**config.mk**
```make
export PLATFORM = sky130hd
export DESIGN_NAME = mdu_iter
export DESIGN_NICKNAME = d
export VERILOG_FILES = /design/src/rtl/mdu_pkg.sv /design/src/rtl/mdu_div_step.sv /design/src/rtl/mdu_iter.sv
export SDC_FILE = /design/constraint.sdc
export NUM_CORES = 2
export LEC_CHECK = 0
export ABC_AREA = 0
export CORE_MARGIN = 8
export CORE_UTILIZATION = 50
export DETAILED_ROUTE_END_ITERATION = 7
export HOLD_SLACK_MARGIN = 0.02
export PLACE_DENSITY = 0.76
export SYNTH_ARGS = -nofsm -noshare
export SYNTH_HDL_FRONTEND = slang
export SYNTH_HIERARCHICAL = 1
export SYNTH_SLANG_ARGS = --single-unit
```
**constraint.sdc**
```tcl
create_clock -name clk -period 35.8 [get_ports clk]
set_input_delay 3.58 -clock clk [delete_from_list [all_inputs] [get_ports clk]]
set_output_delay 3.58 -clock clk [all_outputs]
set_load 0.01 [all_outputs]
```
**src/rtl/mdu_pkg.sv**
```systemverilog
`default_nettype none
// ============================================================================
// Module   : mdu_pkg
// Brief    : Shared types, constants and op-decode helpers for the iterative
//            RV64M multiply/divide unit.
// Revision : 1.0 - initial release
// ============================================================================
package mdu_pkg;

    localparam int XLEN  = 64;
    localparam int CNT_W = 7;

    typedef enum logic [3:0] {
        OP_MUL    = 4'd0,
        OP_MULH   = 4'd1,
        OP_MULHSU = 4'd2,
        OP_MULHU  = 4'd3,
        OP_DIV    = 4'd4,
        OP_DIVU   = 4'd5,
        OP_REM    = 4'd6,
        OP_REMU   = 4'd7,
        OP_MULW   = 4'd8,
        OP_DIVW   = 4'd12,
        OP_DIVUW  = 4'd13,
        OP_REMW   = 4'd14,
        OP_REMUW  = 4'd15
    } mdu_op_t;

    typedef enum logic [2:0] {
        IDLE = 3'd0,
        MUL  = 3'd1,
        DIV  = 3'd2,
        FIX  = 3'd3,
        DONE = 3'd4
    } mdu_state_t;

    function automatic logic is_mul(input logic [3:0] op);
        return (op[3:2] == 2'b00) || (op == OP_MUL_W_CODE());
    endfunction

    function automatic logic [3:0] OP_MUL_W_CODE();
        return 4'd8;
    endfunction

    // Codes 9-11 have op[2]=0, so they fall out of both the mul and div decode.
    function automatic logic is_div(input logic [3:0] op);
        return op[2];
    endfunction

    function automatic logic is_rem(input logic [3:0] op);
        return op[2] & op[1];
    endfunction

    function automatic logic is_word(input logic [3:0] op);
        return op[3];
    endfunction

    function automatic logic is_signed_a(input logic [3:0] op);
        case (op)
            OP_MULH, OP_MULHSU, OP_DIV, OP_REM, OP_DIVW, OP_REMW: return 1'b1;
            default:                                             return 1'b0;
        endcase
    endfunction

    function automatic logic is_signed_b(input logic [3:0] op);
        case (op)
            OP_MULH, OP_DIV, OP_REM, OP_DIVW, OP_REMW: return 1'b1;
            default:                                  return 1'b0;
        endcase
    endfunction

    function automatic logic [XLEN-1:0] sext_word(input logic [31:0] v);
        return {{(XLEN-32){v[31]}}, v};
    endfunction

endpackage
`default_nettype wire

```
**src/rtl/mdu_div_step.sv**
```systemverilog
`default_nettype none
// ============================================================================
// Module   : mdu_div_step
// Brief    : One combinational restoring-division iteration: shift in the next
//            dividend bit, trial-subtract the divisor, keep or restore.
// Revision : 1.0 - initial release
// ============================================================================
module mdu_div_step
    import mdu_pkg::*;
(
    input  logic [XLEN-1:0] i_rem,
    input  logic [XLEN-1:0] i_divisor,
    input  logic            i_bit,
    output logic [XLEN-1:0] o_rem,
    output logic            o_q_bit
);

    logic [XLEN:0] w_shifted;
    logic [XLEN:0] w_diff;

    assign w_shifted = {i_rem, i_bit};
    assign w_diff    = w_shifted - {1'b0, i_divisor};
    // No borrow out of the 65-bit trial subtract means the divisor fit.
    assign o_q_bit   = ~w_diff[XLEN];
    assign o_rem     = o_q_bit ? w_diff[XLEN-1:0] : w_shifted[XLEN-1:0];

endmodule
`default_nettype wire

```
**src/rtl/mdu_iter.sv**
```systemverilog
`default_nettype none
// ============================================================================
// Module   : mdu_iter
// Brief    : Iterative RV64M MUL/DIV/REM unit (shift-add multiply, restoring
//            divide). MDU_FAST_MUL_EN selects a single-cycle multiplier.
// Revision : 1.0 - initial release
// ============================================================================
module mdu_iter
    import mdu_pkg::*;
(
    input  logic            clk,
    input  logic            reset,
    input  logic            in_valid,
    output logic            in_ready,
    input  logic [3:0]      op,
    input  logic [XLEN-1:0] src_a,
    input  logic [XLEN-1:0] src_b,
    input  logic            flush,
    output logic            out_done,
    output logic [XLEN-1:0] result
);

    mdu_state_t        r_state;
    mdu_state_t        w_next_state;
    logic [3:0]        r_op;
    logic [CNT_W-1:0]  r_cnt;
    logic [2*XLEN-1:0] r_acc;
    logic [XLEN-1:0]   r_quo;
    logic [XLEN-1:0]   r_rem;
    logic [XLEN-1:0]   r_opb;
    logic [XLEN-1:0]   r_result;
    logic              r_neg_q;
    logic              r_neg_r;

    logic              w_word;
    logic              w_sa;
    logic              w_sb;
    logic [XLEN-1:0]   w_a_ext;
    logic [XLEN-1:0]   w_b_ext;
    logic              w_a_neg;
    logic              w_b_neg;
    logic [XLEN-1:0]   w_a_mag;
    logic [XLEN-1:0]   w_b_mag;
    logic              w_accept;
    logic              w_div0;
    logic              w_quick;
    logic [XLEN-1:0]   w_quick_res;
    logic              w_last;

    // ---------------- operand conditioning at accept ----------------
    assign w_word  = is_word(op);
    assign w_sa    = is_signed_a(op);
    assign w_sb    = is_signed_b(op);
    assign w_a_ext = w_word ? (w_sa ? sext_word(src_a[31:0]) : {{(XLEN-32){1'b0}}, src_a[31:0]})
                            : src_a;
    assign w_b_ext = w_word ? (w_sb ? sext_word(src_b[31:0]) : {{(XLEN-32){1'b0}}, src_b[31:0]})
                            : src_b;
    assign w_a_neg = w_sa & w_a_ext[XLEN-1];
    assign w_b_neg = w_sb & w_b_ext[XLEN-1];
    assign w_a_mag = w_a_neg ? -w_a_ext : w_a_ext;
    assign w_b_mag = w_b_neg ? -w_b_ext : w_b_ext;

    assign w_accept = (r_state == IDLE) && in_valid && !flush;
    assign w_div0   = is_div(op) && (w_b_ext == '0);

`ifdef MDU_FAST_MUL_EN
    logic signed [XLEN:0]     w_fa;
    logic signed [XLEN:0]     w_fb;
    logic signed [2*XLEN+1:0] w_fprod;
    logic [XLEN-1:0]          w_fast_res;

    assign w_fa    = {w_a_neg, w_a_ext};
    assign w_fb    = {w_b_neg, w_b_ext};
    assign w_fprod = w_fa * w_fb;

    always_comb begin
        w_fast_res = w_fprod[2*XLEN-1:XLEN];
        if (op == OP_MUL)
            w_fast_res = w_fprod[XLEN-1:0];
        else if (op == OP_MULW)
            w_fast_res = sext_word(w_fprod[31:0]);
    end

    assign w_quick = !(is_mul(op) || is_div(op)) || w_div0 || is_mul(op);
`else
    assign w_quick = !(is_mul(op) || is_div(op)) || w_div0;
`endif

    // Results that are known at accept and bypass the iterative datapath.
    always_comb begin
        w_quick_res = '0;
        if (w_div0)
            w_quick_res = is_rem(op) ? (w_word ? sext_word(src_a[31:0]) : src_a) : '1;
`ifdef MDU_FAST_MUL_EN
        else if (is_mul(op))
            w_quick_res = w_fast_res;
`endif
    end

    // ---------------- iteration datapath ----------------
    logic [XLEN:0]   w_mul_sum;
    logic [XLEN-1:0] w_div_rem;
    logic            w_q_bit;

    assign w_mul_sum = {1'b0, r_acc[2*XLEN-1:XLEN]} + (r_acc[0] ? {1'b0, r_opb} : {(XLEN+1){1'b0}});

    mdu_div_step u_div_step (
        .i_rem     (r_rem),
        .i_divisor (r_opb),
        .i_bit     (r_quo[XLEN-1]),
        .o_rem     (w_div_rem),
        .o_q_bit   (w_q_bit)
    );

    assign w_last = (r_cnt == (is_word(r_op) ? CNT_W'(XLEN/2 - 1) : CNT_W'(XLEN - 1)));

    // ---------------- sign fix and result select ----------------
    logic [2*XLEN-1:0] w_prod;
    logic [XLEN-1:0]   w_q;
    logic [XLEN-1:0]   w_r;
    logic [XLEN-1:0]   w_div_pick;
    logic [XLEN-1:0]   w_final;

    assign w_prod     = r_neg_q ? -r_acc : r_acc;
    assign w_q        = r_neg_q ? -r_quo : r_quo;
    assign w_r        = r_neg_r ? -r_rem : r_rem;
    assign w_div_pick = is_rem(r_op) ? w_r : w_q;

    // A word product sits at [XLEN-1:XLEN/2] after only XLEN/2 right shifts.
    always_comb begin
        w_final = is_word(r_op) ? sext_word(w_div_pick[31:0]) : w_div_pick;
        if (is_mul(r_op)) begin
            case (r_op)
                OP_MUL:  w_final = w_prod[XLEN-1:0];
                OP_MULW: w_final = sext_word(w_prod[XLEN-1:XLEN/2]);
                default: w_final = w_prod[2*XLEN-1:XLEN];
            endcase
        end
    end

    // ---------------- control FSM ----------------
    always_ff @(posedge clk or posedge reset) begin
        if (reset)
            r_state <= IDLE;
        else
            r_state <= w_next_state;
    end

    always_comb begin
        w_next_state = r_state;
        case (r_state)
            IDLE: begin
                if (w_accept) begin
                    if (w_quick)
                        w_next_state = DONE;
                    else if (is_mul(op))
                        w_next_state = MUL;
                    else
                        w_next_state = DIV;
                end
            end
            MUL:     if (w_last) w_next_state = FIX;
            DIV:     if (w_last) w_next_state = FIX;
            FIX:     w_next_state = DONE;
            DONE:    w_next_state = IDLE;
            default: w_next_state = IDLE;
        endcase
        if (flush && (r_state != IDLE))
            w_next_state = IDLE;
    end

    always_ff @(posedge clk or posedge reset) begin
        if (reset) begin
            r_op     <= '0;
            r_cnt    <= '0;
            r_acc    <= '0;
            r_quo    <= '0;
            r_rem    <= '0;
            r_opb    <= '0;
            r_result <= '0;
            r_neg_q  <= 1'b0;
            r_neg_r  <= 1'b0;
        end else begin
            case (r_state)
                IDLE: begin
                    if (w_accept) begin
                        r_op    <= op;
                        r_cnt   <= '0;
                        r_neg_q <= w_a_neg ^ w_b_neg;
                        r_neg_r <= w_a_neg;
                        r_opb   <= w_b_mag;
                        r_acc   <= {{XLEN{1'b0}}, w_a_mag};
                        r_rem   <= '0;
                        // Word dividends are pre-aligned so the next bit is always the MSB.
                        r_quo   <= w_word ? {w_a_mag[31:0], {(XLEN-32){1'b0}}} : w_a_mag;
                        if (w_quick)
                            r_result <= w_quick_res;
                    end
                end
                MUL: begin
                    r_acc <= {w_mul_sum, r_acc[XLEN-1:1]};
                    r_cnt <= r_cnt + CNT_W'(1);
                end
                DIV: begin
                    r_rem <= w_div_rem;
                    r_quo <= {r_quo[XLEN-2:0], w_q_bit};
                    r_cnt <= r_cnt + CNT_W'(1);
                end
                FIX: begin
                    if (!flush)
                        r_result <= w_final;
                end
                default: ;
            endcase
        end
    end

    assign in_ready = (r_state == IDLE);
    assign out_done = (r_state == DONE);
    assign result   = r_result;

endmodule
`default_nettype wire

```
==> flow_metrics.env <==
export IMPL_status="finished clean"
export IMPL_p_clk_share_pct=11.5
export IMPL_power_switching_mw=2.37
export IMPL_synthSimpleGateAreaFrac_pct=19.5
export IMPL_core_area_sq_um=71500
export IMPL_grt_start_max_net_pins=106
export IMPL_gp_routability_congestion=1.07
export IMPL_start_kind="input port"
export IMPL_clk_pin_slew_ns=0.06
export IMPL_vias_per_cell=6.76
export IMPL_path_max_fanout=81
export IMPL_finClkSkew_ns=0.0319
export IMPL_ios=202
export IMPL_cap_violations=0
export IMPL_synth_edf_count=0
export IMPL_postRouteAntennaNets=0
export IMPL_synth_compound_area_share_pct=29.0
export IMPL_initialDrtViolationCount=5363
export IMPL_dp_hpwl_microns=111000
export IMPL_cts_buffers=47
export IMPL_syn_nets=4930
export IMPL_p_per_area_nw_per_um2=111
export IMPL_num_vias=38100
export IMPL_holdWs_ns=0.507
export IMPL_required_ns=36.30
export IMPL_fp_dieW_microns=284
export IMPL_syn_area_per_cell_sq_um=7.74
export IMPL_num_rows=98
export IMPL_async_flop_share_pct=100
export IMPL_p_leak_nw=16.3
export IMPL_p_seq_share_pct=23.0
export IMPL_combPwrFrac_pct=65.5
export IMPL_design_area_sq_um=40100
export IMPL_dpl_instance_area_sq_um=38400
export IMPL_yosys_warnings=6
export IMPL_nNetsFinal=4922
export IMPL_hold_viol_final=0
export IMPL_clock_sinks=400
export IMPL_yosysSeqAreaShare_pct=27.8
export IMPL_synth_ff_type="dfrtp_1"
export IMPL_grt_pass1_wl_microns=219000
export IMPL_clockBufferDepth=3
export IMPL_synthCells=4658
export IMPL_p_int_mw=2.08
export IMPL_cts_repair_resized=0
export IMPL_final_cells=5636
export IMPL_synth_fa_ha_area_share_pct=4.76
export IMPL_fillers=6644
export IMPL_final_max_slew_viol_count=0
export IMPL_dp_cells=5551
export IMPL_cts_root_buf="clkbuf_16"
export IMPL_switching_share_pct=53.2
export IMPL_drt_total_wl_microns=146000
export IMPL_tns_ns=0
export IMPL_hold_path_class="reg2reg"
export IMPL_finish_utilization_pct=56.1
export IMPL_area_growth_pct=11.2
export IMPL_antenna_found_initial=2
export IMPL_muxShareOfSynthArea_pct=2.76
export IMPL_port_buffers=201
export IMPL_syn_cell_area_sq_um=36000
export IMPL_maxClockFrequency_mhz=124
export IMPL_drc=0
export IMPL_fin_crit_ns=8.06
export IMPL_reg2reg_depth=15
export IMPL_synth_xor_area_share_pct=11.5
export IMPL_rsz0062_at_grt="no"
export IMPL_arrival_ns=8.56
export IMPL_antenna_cells=0
export IMPL_chipHeight_microns=284
export IMPL_fin_crit_sh_pct=22.5
export IMPL_die_area_sq_um=80900
export IMPL_relSlewSlack_pct=14.8
export IMPL_groute_usage_overall_pct=34.3
export IMPL_criticalPathCategory="in2reg"
export IMPL_grt_overflow=0
export IMPL_drtPass1Iterations=6
export IMPL_layout_drive_gt1_share_pct=5.63
export IMPL_min_path_cells=1
export IMPL_ctsHoldBuffers=0
export IMPL_synth_cell_types=95
export IMPL_postCtsSetupRepairBufs=0
export IMPL_regArea_sq_um=10000
export IMPL_finalSetupViolCount=0
export IMPL_synth_seq_cells=400
export IMPL_cts_tree="done"
export IMPL_initial_utilization_pct=50.4
export IMPL_synth_top_family_by_area="compound AO/OA/AOI/OAI gates"
export IMPL_grt_pass1_vias=34800
export IMPL_worst_slew_pin_slew_ns=1.27
export IMPL_clk_latency_ns=0.62
export IMPL_multi_input_area_sq_um=24400
export IMPL_cts_max_level=2
export IMPL_wire_per_inst_microns=25.9
export IMPL_max_vdd_ir_drop_mv=0.0871
export IMPL_cp_end_kind="flip-flop"
[final timing paths]
path | start | endpoint | slack, ns
worst max-delay path | src_b[15] | result[51]$_DFFE_PP0P_ | 27.74
max in group asynchronous | reset | r_opb[44]$_DFFE_PP0P_ | 30.12
worst min register to register | r_cnt[2]$_DFFE_PP0P_ | r_cnt[2]$_DFFE_PP0P_ | 0.51
worst max register to register | r_quo[63]$_DFFE_PP0P_ | r_rem[5]$_DFFE_PP0P_ | 30.24
worst min-delay path | r_cnt[2]$_DFFE_PP0P_ | r_cnt[2]$_DFFE_PP0P_ | 0.51
min in group asynchronous | reset | result[14]$_DFFE_PP0P_ | 3.39
[through the flow]
| step | power (mW) | worst slack (ns) |
|---|---|---|
| after floorplan | 2.94 | 21.10 |
| after global placement | 3.77 | 27.23 |
| after detailed placement | 3.81 | 27.18 |
| after CTS | 4.33 | 27.79 |
| after global routing | 4.69 | 27.48 |
| final | 4.45 | 27.74 |
[power by group through the flow]
stage	sequential, mW	clock, mW	combinational, mW
finish	1.03	0.511	2.92
detailed placement	1.00	0	2.80
global route	1.04	0.530	3.13
CTS	1.00	0.509	2.82
global placement	0.998	0	2.77
floorplan	0.841	0	2.10
[layout make-up]
class	instances	share of cell area, %
Clock buffer	65	3.53
Clock inverter	20	0.506
Inverter	134	1.27
Multi-Input combinational cell	3818	60.8
Sequential cell	400	25.0
Tap cell	950	2.97
Timing Repair Buffer	249	5.91
[cells by family (layout without fill, tap and decap cells)]
family / count (synthesis) / in the layout
mux: 71 / 71
xor+xnor: 469 / 469
flops: 400 / 400
fa+ha+maj: 136 / 136
simple gates: 1479 / 1479
compound gates: 1663 / 1663
buf+inv: 440 / 468
[per-layer routing]
layer  up-vias  share of wire (%)  global-route usage [%]
li1      17100                  -                       -
met1     18200                 40                    46.9
met2      2366                 42                    50.4
met3       472                 11                    6.10
met4         4                7.4                    20.5
met5         -              0.016                       0
[Yosys cell counts (all sizes together), types with 65 or more instances]
cell type / instances / area share, %
o31ai: 107 / 2.3
and2: 76 / 1.3
inv: 133 / 1.4
a22oi: 90 / 1.9
nor3: 94 / 1.3
a21oi: 342 / 4.8
ha: 134 / 4.7
o21ai: 585 / 8.1
nand2: 588 / 6.1
dfrtp: 400 / 28
xnor2: 216 / 5.3
nand3: 81 / 1.1
o22ai: 72 / 1.2
xor2: 253 / 6.1
clkbuf: 268 / 2.8
nor2: 284 / 3.0
a21o: 65 / 1.4
[flip-flops by register name, summed over array words and instances (netlist names)]
register,count
r_acc,128
r_cnt,7
r_neg_q,1
r_neg_r,1
r_op,4
r_opb,64
r_quo,64
r_rem,64
r_state,3
result,64
[worst max-delay path, cell delays in order]
cell             delay [ns]
clkdlybuf4s50_1        0.49
or4_1                  0.63
nor4_2                 0.37
nand4b_1               0.48
nor4_1                 0.77
and4_1                 0.43
nor2_1                 0.10
or2_2                  0.28
buf_4                  0.35
inv_1                  0.16
buf_4                  0.48
mux2_2                 0.40
[placed cells by master (no fill, tap or decap), types with 103 or more instances in the layout]
cell and count:
nor2_1 280, o21ai_0 576, xnor2_1 215, inv_1 131
xor2_1 253, ha_1 134, nand2_1 586, clkdlybuf4s50_1 200
o31ai_1 103, dfrtp_1 398, a21oi_1 339
(Power assumes the default switching activity.)
